### src/rtl/exc_ctrl.sv
// rtl/exc_ctrl.sv - MEM-stage exception arbiter driving CP0 commit, flush and redirect (optional EXC_PERF_CNT_EN)
module exc_ctrl #(
    parameter logic [31:0] EXC_OFFSET = 32'h0000_0180
) (
    input  logic        clk,
    input  logic        rst,
    input  logic        mem_valid_i,
    input  logic [31:0] mem_pc_i,
    input  logic        mem_in_delayslot_i,
    input  logic [6:0]  mem_flags_i,
    input  logic        mem_load_i,
    input  logic        mem_store_i,
    input  logic [1:0]  mem_size_i,
    input  logic [31:0] mem_addr_i,
    input  logic        stall_i,
    input  logic [31:0] cp0_status_i,
    input  logic [31:0] cp0_cause_i,
    input  logic [31:0] cp0_epc_i,
    input  logic [31:0] cp0_ebase_i,
    input  logic        wb_cp0_we_i,
    input  logic [4:0]  wb_cp0_waddr_i,
    input  logic [31:0] wb_cp0_data_i,
    output logic [31:0] excepttype_o,
    output logic [31:0] current_inst_addr_o,
    output logic        is_in_delayslot_o,
    output logic [31:0] bad_addr_o,
    output logic        flush_o,
    output logic [31:0] new_pc_o,
`ifdef EXC_PERF_CNT_EN
    output logic [31:0] exc_count_o,
`endif
    output logic        mem_kill_o
);

    // Exception codes handed to CP0; zero means no exception.
    localparam logic [31:0] EXC_NONE           = 32'h0000_0000;
    localparam logic [31:0] EXC_INT            = 32'h0000_0001;
    localparam logic [31:0] EXC_INST_ADD_ERR   = 32'h0000_0002;
    localparam logic [31:0] EXC_RI             = 32'h0000_0003;
    localparam logic [31:0] EXC_SYSCALL        = 32'h0000_0004;
    localparam logic [31:0] EXC_BREAK          = 32'h0000_0005;
    localparam logic [31:0] EXC_TRAP           = 32'h0000_0006;
    localparam logic [31:0] EXC_OVF            = 32'h0000_0007;
    localparam logic [31:0] EXC_DATA_ADD_ERR_L = 32'h0000_0008;
    localparam logic [31:0] EXC_DATA_ADD_ERR_S = 32'h0000_0009;
    localparam logic [31:0] EXC_ERET           = 32'h0000_000E;

    localparam logic [4:0] CP0_STATUS = 5'd12;
    localparam logic [4:0] CP0_CAUSE  = 5'd13;
    localparam logic [4:0] CP0_EPC    = 5'd14;
    localparam logic [4:0] CP0_EBASE  = 5'd15;

    typedef enum logic {
        ST_IDLE  = 1'b0,
        ST_BLANK = 1'b1
    } state_t;

    state_t state_q;
    state_t state_n;

    logic [31:0] status_f;
    logic [31:0] cause_f;
    logic [31:0] epc_f;
    logic [31:0] ebase_f;
    logic        int_pend;
    logic        mis_align;
    logic        data_ade_l;
    logic        data_ade_s;
    logic [31:0] sel_code;
    logic [31:0] cand;
    logic        has_cand;
    logic        commit;

    // Bits of the forwarded registers that no decision here looks at.
    logic unused_bits;
    assign unused_bits = ^{status_f[31:16], status_f[7:2], cause_f[31:16], cause_f[7:0]};

    // Forward the WB-stage CP0 write; software can only write Cause IP[1:0].
    always_comb begin
        status_f = cp0_status_i;
        cause_f  = cp0_cause_i;
        epc_f    = cp0_epc_i;
        ebase_f  = cp0_ebase_i;
        if (wb_cp0_we_i) begin
            case (wb_cp0_waddr_i)
                CP0_STATUS: status_f = wb_cp0_data_i;
                CP0_CAUSE:  cause_f[9:8] = wb_cp0_data_i[9:8];
                CP0_EPC:    epc_f = wb_cp0_data_i;
                CP0_EBASE:  ebase_f = wb_cp0_data_i;
                default:    ;
            endcase
        end
    end

    assign int_pend = status_f[0] & ~status_f[1] & (|(cause_f[15:8] & status_f[15:8]));

    // Alignment check: halfwords need addr[0]=0, words need addr[1:0]=0.
    always_comb begin
        mis_align = 1'b0;
        case (mem_size_i)
            2'd0:    mis_align = 1'b0;
            2'd1:    mis_align = mem_addr_i[0];
            default: mis_align = |mem_addr_i[1:0];
        endcase
    end

    assign data_ade_l = mem_load_i & mis_align;
    assign data_ade_s = mem_store_i & mis_align & ~mem_load_i;

    // Priority select of the exception cause, highest priority first.
    always_comb begin
        sel_code = EXC_NONE;
        if (int_pend)            sel_code = EXC_INT;
        else if (mem_flags_i[6]) sel_code = EXC_INST_ADD_ERR;
        else if (mem_flags_i[5]) sel_code = EXC_RI;
        else if (mem_flags_i[4]) sel_code = EXC_SYSCALL;
        else if (mem_flags_i[3]) sel_code = EXC_BREAK;
        else if (mem_flags_i[2]) sel_code = EXC_TRAP;
        else if (mem_flags_i[1]) sel_code = EXC_OVF;
        else if (data_ade_l)     sel_code = EXC_DATA_ADD_ERR_L;
        else if (data_ade_s)     sel_code = EXC_DATA_ADD_ERR_S;
        else if (mem_flags_i[0]) sel_code = EXC_ERET;
    end

    // Interrupts and faults only attach to a real instruction, never a bubble.
    assign cand     = mem_valid_i ? sel_code : EXC_NONE;
    assign has_cand = (cand != EXC_NONE);
    assign commit   = ~rst & (state_q == ST_IDLE) & has_cand & ~stall_i;

    // State register.
    always_ff @(posedge clk) begin
        if (rst) state_q <= ST_IDLE;
        else     state_q <= state_n;
    end

    // Next state: after a commit, skip exactly one cycle so the stale MEM instruction cannot commit twice.
    always_comb begin
        state_n = state_q;
        case (state_q)
            ST_IDLE:  if (has_cand && !stall_i) state_n = ST_BLANK;
            ST_BLANK: state_n = ST_IDLE;
            default:  state_n = ST_IDLE;
        endcase
    end

    // Outputs: everything zero except in the commit cycle; kill also covers stalled faults.
    always_comb begin
        excepttype_o        = EXC_NONE;
        current_inst_addr_o = 32'h0;
        is_in_delayslot_o   = 1'b0;
        bad_addr_o          = 32'h0;
        flush_o             = 1'b0;
        new_pc_o            = 32'h0;
        mem_kill_o          = 1'b0;
        if (!rst && state_q == ST_IDLE) begin
            mem_kill_o = has_cand;
            if (commit) begin
                excepttype_o        = cand;
                current_inst_addr_o = mem_pc_i;
                is_in_delayslot_o   = mem_in_delayslot_i;
                flush_o             = 1'b1;
                new_pc_o            = (cand == EXC_ERET) ? epc_f : (ebase_f + EXC_OFFSET);
                if (cand == EXC_INST_ADD_ERR)
                    bad_addr_o = mem_pc_i;
                else if (cand == EXC_DATA_ADD_ERR_L || cand == EXC_DATA_ADD_ERR_S)
                    bad_addr_o = mem_addr_i;
            end
        end
    end

`ifdef EXC_PERF_CNT_EN
    // Count committed exceptions other than ERET; wraps naturally.
    always_ff @(posedge clk) begin
        if (rst)
            exc_count_o <= 32'h0;
        else if (commit && cand != EXC_ERET)
            exc_count_o <= exc_count_o + 32'h1;
    end
`endif

endmodule

### config.mk
export PLATFORM = sky130hd
export DESIGN_NAME = exc_ctrl
export DESIGN_NICKNAME = d
export VERILOG_FILES = /design/src/rtl/exc_ctrl.sv
export SDC_FILE = /design/constraint.sdc
export NUM_CORES = 1
export LEC_CHECK = 0
export ABC_AREA = 1
export ABC_CLOCK_PERIOD_IN_PS = 4600
export CORE_AREA = 4 4 145 147
export CTS_BUF_LIST = sky130_fd_sc_hd__clkbuf_4
export DETAILED_ROUTE_END_ITERATION = 16
export DIE_AREA = 0 0 149 151
export HOLD_SLACK_MARGIN = 0.02
export PLACE_DENSITY = 0.64
export SLEW_MARGIN = 5
export SYNTH_ARGS = -nofsm -noshare
export SYNTH_HDL_FRONTEND = slang
export SYNTH_SLANG_ARGS = --single-unit
### constraint.sdc
create_clock -name clk -period 4.6 [get_ports clk]
set_input_delay 0.46 -clock clk [delete_from_list [all_inputs] [get_ports clk]]
set_output_delay 0.46 -clock clk [all_outputs]
set_load 0.1 [all_outputs]
* After elaboration in Yosys (flattened, before gate mapping)
Index checks and enable logic that the tools add are counted.
Storage, ports and cells: register bits after elaboration 1, output and inout bits 131
Cells by class: add/subtract/negate cells 1, equal/unequal tests 9, muxes and demuxes 38, bitwise gates (word level) 14, reductions and logical operators 9
Operators with widths (number):
- 32-bit two-way mux | 16
- 32-bit by 4-bit equality test with 1-bit output (second input constant) | 3
- 4-bit two-way mux | 10
- 32-bit by 9-bit adder with 32-bit output (second input constant) | 1
- 32-bit by 2-bit equality test with 1-bit output (second input constant) | 1
- 16-bit two-way mux | 2
- 32-bit nonzero test | 1
- 5-bit by 4-bit equality test with 1-bit output (second input constant) | 4
- 1-bit bitwise AND | 8
- 8-bit bitwise AND | 1
- 8-bit OR reduction | 1
- 1-bit two-way mux | 6
- 1-bit NOT | 5
- 2-bit two-way mux | 2
- 1-bit one-hot mux with 2 select lines | 2
- 2-bit by 1-bit equality test with 1-bit output (second input constant) | 1
- 1-bit logical AND | 2
- 1-bit logical NOT | 2
- 2-bit logical NOT | 1
- 2-bit OR reduction | 1
- 1-bit logical OR | 1

* Logic depth before layout (Yosys ltp)
depth in word-level cells 20, gate-level depth with buffers 19

* Worst setup path after synthesis
OpenSTA, ideal clock, no wires.
kind in2out, from input wb_cp0_waddr_i[3], to output new_pc_o[17], data arrival time 3.512 ns, data required time 4.140 ns, slack 0.628 ns, stages 17, buffers on the path 1, cell sequence nand2_1 -> nor2_4 -> nand2_2 -> buf_2 -> o21ai_0 -> ha_1 -> inv_1 -> nand2_1 -> nor2_1 -> nand2_1 -> inv_1 -> nand2_1 -> nor2_1 -> nand3b_1 -> nand2_1 -> inv_1 -> nor2_1
Between the ends: word-level cells in the longest chain between the ends 13, elaborated cells between the ends (all ways) 27, classes of those cells add/sub (1); eq/ne (5); mux (13); bitwise (6); reduce/logical (2)
RTL lines:
- start, declared | RTL line 21 | input logic [4:0] wb_cp0_waddr_i,
- 5-bit by 4-bit equality test with 1-bit output | RTL line 85 | case (wb_cp0_waddr_i)
- 2-bit two-way mux / 16-bit two-way mux (equally long branches) | RTL line 85
- 2-bit two-way mux / 16-bit two-way mux (equally long branches) | RTL line 84 | if (wb_cp0_we_i) begin
- 8-bit bitwise AND / 1-bit NOT (equally long branches) | RTL line 95 | assign int_pend = status_f[0] & ~status_f[1] & (|(cause_f[15:8] & status_f[15:8]));
- 8-bit OR reduction / 1-bit bitwise AND (equally long branches) | RTL line 95
- 1-bit bitwise AND | RTL line 95
- 4-bit two-way mux | RTL line 113 | if (int_pend) sel_code = EXC_INT;
- 32-bit two-way mux | RTL line 126 | assign cand = mem_valid_i ? sel_code : EXC_NONE;
- 32-bit nonzero test | RTL line 127 | assign has_cand = (cand != EXC_NONE);
- 1-bit bitwise AND (2 in series) | RTL line 128 | assign commit = ~rst & (state_q == ST_IDLE) & has_cand & ~stall_i;
- 32-bit two-way mux (*) | RTL line 157 | if (commit) begin
- 32-bit two-way mux (*) | RTL line 155 | if (!rst && state_q == ST_IDLE) begin
- end, declared | RTL line 28 | output logic [31:0] new_pc_o,
Mark *: on every way between the ends. The rest lies on a longest branch, timed or not.

* Final worst setup path
from input wb_cp0_waddr_i[4], to output new_pc_o[12]
The elaborated chain is that of the path after synthesis.

==> metrics.md <==
| Metric | Value |
|---|---|
| Status | completed |
| Final #Nets | between 1000 and 1500 |
| Transition time at the pin with the least slew margin | 0.875 ns |
| # port buffers | roughly 300 |
| Synthesized area divided by synthesized cell count | about 4.7 µm² |
| Vias per inst | around 4.4 |
| Seq/Total Area, Yosys | 0.513% |
| Share of final-layout standard cells stronger than drive strength 1 | between 10% and 20% |
| Mapped Cells | ~800 |
| YS warnings | 0 |
| Clock slew at the register clock pins of the worst setup and hold paths | 0 ns |
| Standard cell core area | about 0.020 mm² |
| Total count of hold-check failures in the final report | 0 |
| Required time reported for the critical path endpoint | 4.14 ns |
| Synth async-reset ratio | 0% |
| Number of antenna violations at the first check in global routing | 1 |
| Hold-fix buffers at CTS | 0 |
| Unrepaired setup endpoints after global routing | no |
| Switching component of the power | ~540 µW |
| Min-Delay Path Class | reg -> reg |
| Crit path arrival time | around 3.7 ns |
| Setup violators final | 0 |
| Number of max-cap violations | 0 |
| Critical path startpoint category | primary input |
| Vert. Die Dim | about 150 µm |
| Critical Path Most Common Cell | sky130_fd_sc_hd__nand2_1 |
| Setup Total Neg Slack | 0 ns |
| Setup repair bufs after CTS | 0 |
| Static leakage | slightly below 4 nW |
| Total half-perimeter wirelength after legalization and detailed placement | 17300 µm |
| Period Utilization, post-route | between 90% and 100% |
| DRT Pass-1 Iters | 5 |
| Critical-path maximum fanout | 28 |
| Count leader, synth | sky130_fd_sc_hd__nand2_1 |
| Global-route wire length before repair | just over 30000 µm |
| Most used flip-flop cell after synthesis | sky130_fd_sc_hd__dfxtp_1 |
| Flip-flop count of the largest register after layout | 1 |
| Number of nets still failing antenna checks after routing | 0 |
| Critical setup path kind | in -> out |
| Number of max-slew violations in the final report | 0 |
| Number of remaining DRC errors | 0 |
| Total die area | ~0.022 mm² |
| Via count | 5963 |
| Number of placement rows | 52 |
| CP max stage delay | about 0.48 ns |
| Hold WS | approximately 0.97 ns |
| Crit end category | output port |
| Max stage delay cell, worst path | sky130_fd_sc_hd__clkdlybuf4s50_1 |
| Total of flip-flops plus latches after synthesis | 1 |
| Number of global-route vias before repair | 5644 |
| Wire length per cell | 15.0 µm |
| DR iter-0 viols | between 300 and 400 |
| Gate power share | approximately 100% |
| Leading registers by flop count | state_q: 1 flops |
| Relative slew slack | between 40 and 50% |
| All-Layer GR Usage | 16.6% |
| Fraction of power spent switching nets | 61.3% |
| Largest net degree at the start of global routing | 43 |
| Most instantiated cells after synthesis | sky130_fd_sc_hd__nand2_1 (221), sky130_fd_sc_hd__nor2_1 (168), sky130_fd_sc_hd__inv_1 (113) |
| Number of cells on the worst reg-to-reg path | 4 |
| Maximum achievable frequency | approximately 240 MHz |
| Total overflow reported by the global router | 0 |
| Die Wd | ~150 µm |
| Count of cell types in the netlist | 32 |
| Final Power | 880 µW |
| Sequential Power Share | 1.1% |
| Highest ir drop seen on vdd | 65.6 µV |
| Total power density per cell area | 109 mW/mm² |
| Register bank with the most flops | state_q |
| Post-synth top area share | between 20% and 30% |
| Number of gates given a new drive strength after cts | 0 |
| Number of primary I/O pins | ~380 |
| Gate family responsible for the most delay along the worst path | simple AND/OR/NAND/NOR gates |
| Internal power | ~340 µW |
| Chain of cells forming the critical path | clkdlybuf4s50_1 > nor2_4 > nand3_2 > nand2_1 > nand2_1 > nand3_1 > nand2_1 > nor2_1 > nand2_1 > nand2_1 > buf_4 > nand2_1 > nand3_2 > nand3_4 > buf_12 > nor2_1 > buf_12 |
| Area added between synthesis and finish | 108% |
| Number of cells on the critical path | 17 |
| Worst Hold Path Cells | 4 |
| Clk Latency, worst-skew pair | 0 ns |
| Number of buffer and inverter stages on the critical path | 4 |
| Clk network pwr share | 0% |
| Cell types with the largest area share after synthesis | sky130_fd_sc_hd__nand2_1 (21%), sky130_fd_sc_hd__nor2_1 (16%), sky130_fd_sc_hd__inv_1 (11%) |
| Post-synth top area cell | sky130_fd_sc_hd__nand2_1 |
| Starting density of the core | 19.6% |
| Post-Synthesis Cell Area | approximately 0.0039 mm² |
| Final weighted congestion in routability-driven placement | 0.919 |
| Final period demand of the worst path | 4.17 ns |
| Post-Route Skew | 0 ns |
| Post-synth EDFFs | 0 |
| Wire length after detailed routing | 20600 µm |
## metal layers
layer / global-route usage, % / vias to the layer above / routed length (µm)
met5: 0 / - / 20
met2: 30.8 / 228 / 10600
met3: 3.44 / 18 / 1560
met4: 2.84 / 2 / 284
met1: 20.1 / 2644 / 8100
li1: - / 3071 / -
## cells in the final DEF, fill, tap and decap left out, types with 4 or more instances in the layout
| master | count |
|---|---|
| sky130_fd_sc_hd__mux2_2 | 14 |
| sky130_fd_sc_hd__nand3_1 | 67 |
| sky130_fd_sc_hd__conb_1 | 28 |
| sky130_fd_sc_hd__nand2_1 | 220 |
| sky130_fd_sc_hd__mux2i_1 | 10 |
| sky130_fd_sc_hd__inv_1 | 113 |
| sky130_fd_sc_hd__a21oi_1 | 20 |
| sky130_fd_sc_hd__clkdlybuf4s50_1 | 199 |
| sky130_fd_sc_hd__nand4_1 | 40 |
| sky130_fd_sc_hd__nor2_1 | 168 |
| sky130_fd_sc_hd__buf_4 | 15 |
| sky130_fd_sc_hd__xor2_1 | 4 |
| sky130_fd_sc_hd__buf_12 | 106 |
| sky130_fd_sc_hd__o21ai_0 | 55 |
| sky130_fd_sc_hd__o21ai_1 | 4 |
## metrics by stage
| stage | worst slack [ns] | utilization [%] | instance area [µm²] | cells |
|---|---|---|---|---|
| 4_1_cts | 0.375 | 40.6 | 8090 | 1363 |
| 6_report | 0.434 | 40.7 | 8100 | 1366 |
| 3_3_place_gp | 0.335 | 40.6 | 8090 | 1363 |
| 2_1_floorplan | 0.628 | - | 4000 | 849 |
| 3_5_place_dp | 0.391 | 40.6 | 8090 | 1363 |
| 5_1_grt | 0.0499 | 40.6 | 8090 | 1363 |
## worst register-to-register path: cells and delay by family, from the launching register on
family,cells,cell delay [ns]
AND/OR/NAND/NOR,2,0.55
buffers and inverters,2,0.33
flip-flops,1,0.28
## power by group through the flow
stage / clock network, mW / registers (mW) / logic, mW
finish: 0.0000000875 / 0.00957 / 0.870
CTS: 0 / 0.00957 / 0.875
detailed placement: 0 / 0.00957 / 0.872
floorplan: 0 / 0.00948 / 0.526
global route: 0 / 0.00960 / 0.922
global placement: 0 / 0.00959 / 0.868
## cell type report
cell class              instances  area (µm²)
well taps                     270         338
inverters                     116         435
multi-input cells             656        3070
fillers                      2120       11800
diodes                          3        7.51
repair buffers                320        4230
flip-flops and latches          1        20.0
## cells by family after synthesis
logic type,count (synthesis),synth area share [%]
AO/OA/AOI/OAI,83,11.1
XOR/XNOR,7,1.57
adder cells (fa/ha/maj),1,0.321
buffers and inverters,192,24.0
flip-flops,1,0.513
multiplexers,24,6.61
other,1,0.0961
AND/OR/NAND/NOR,513,55.8
## path summary, 6_finish.rpt
check | from | endpoint | slack [ns]
setup / recovery | wb_cp0_waddr_i[4] | new_pc_o[12] | 0.43
hold / removal | state_q$_SDFF_PN0_ | state_q$_SDFF_PN0_ | 0.97
setup reg to reg | state_q$_SDFF_PN0_ | state_q$_SDFF_PN0_ | 3.39
hold reg to reg | state_q$_SDFF_PN0_ | state_q$_SDFF_PN0_ | 0.97
Note: power is estimated with default switching activity, not from simulation.
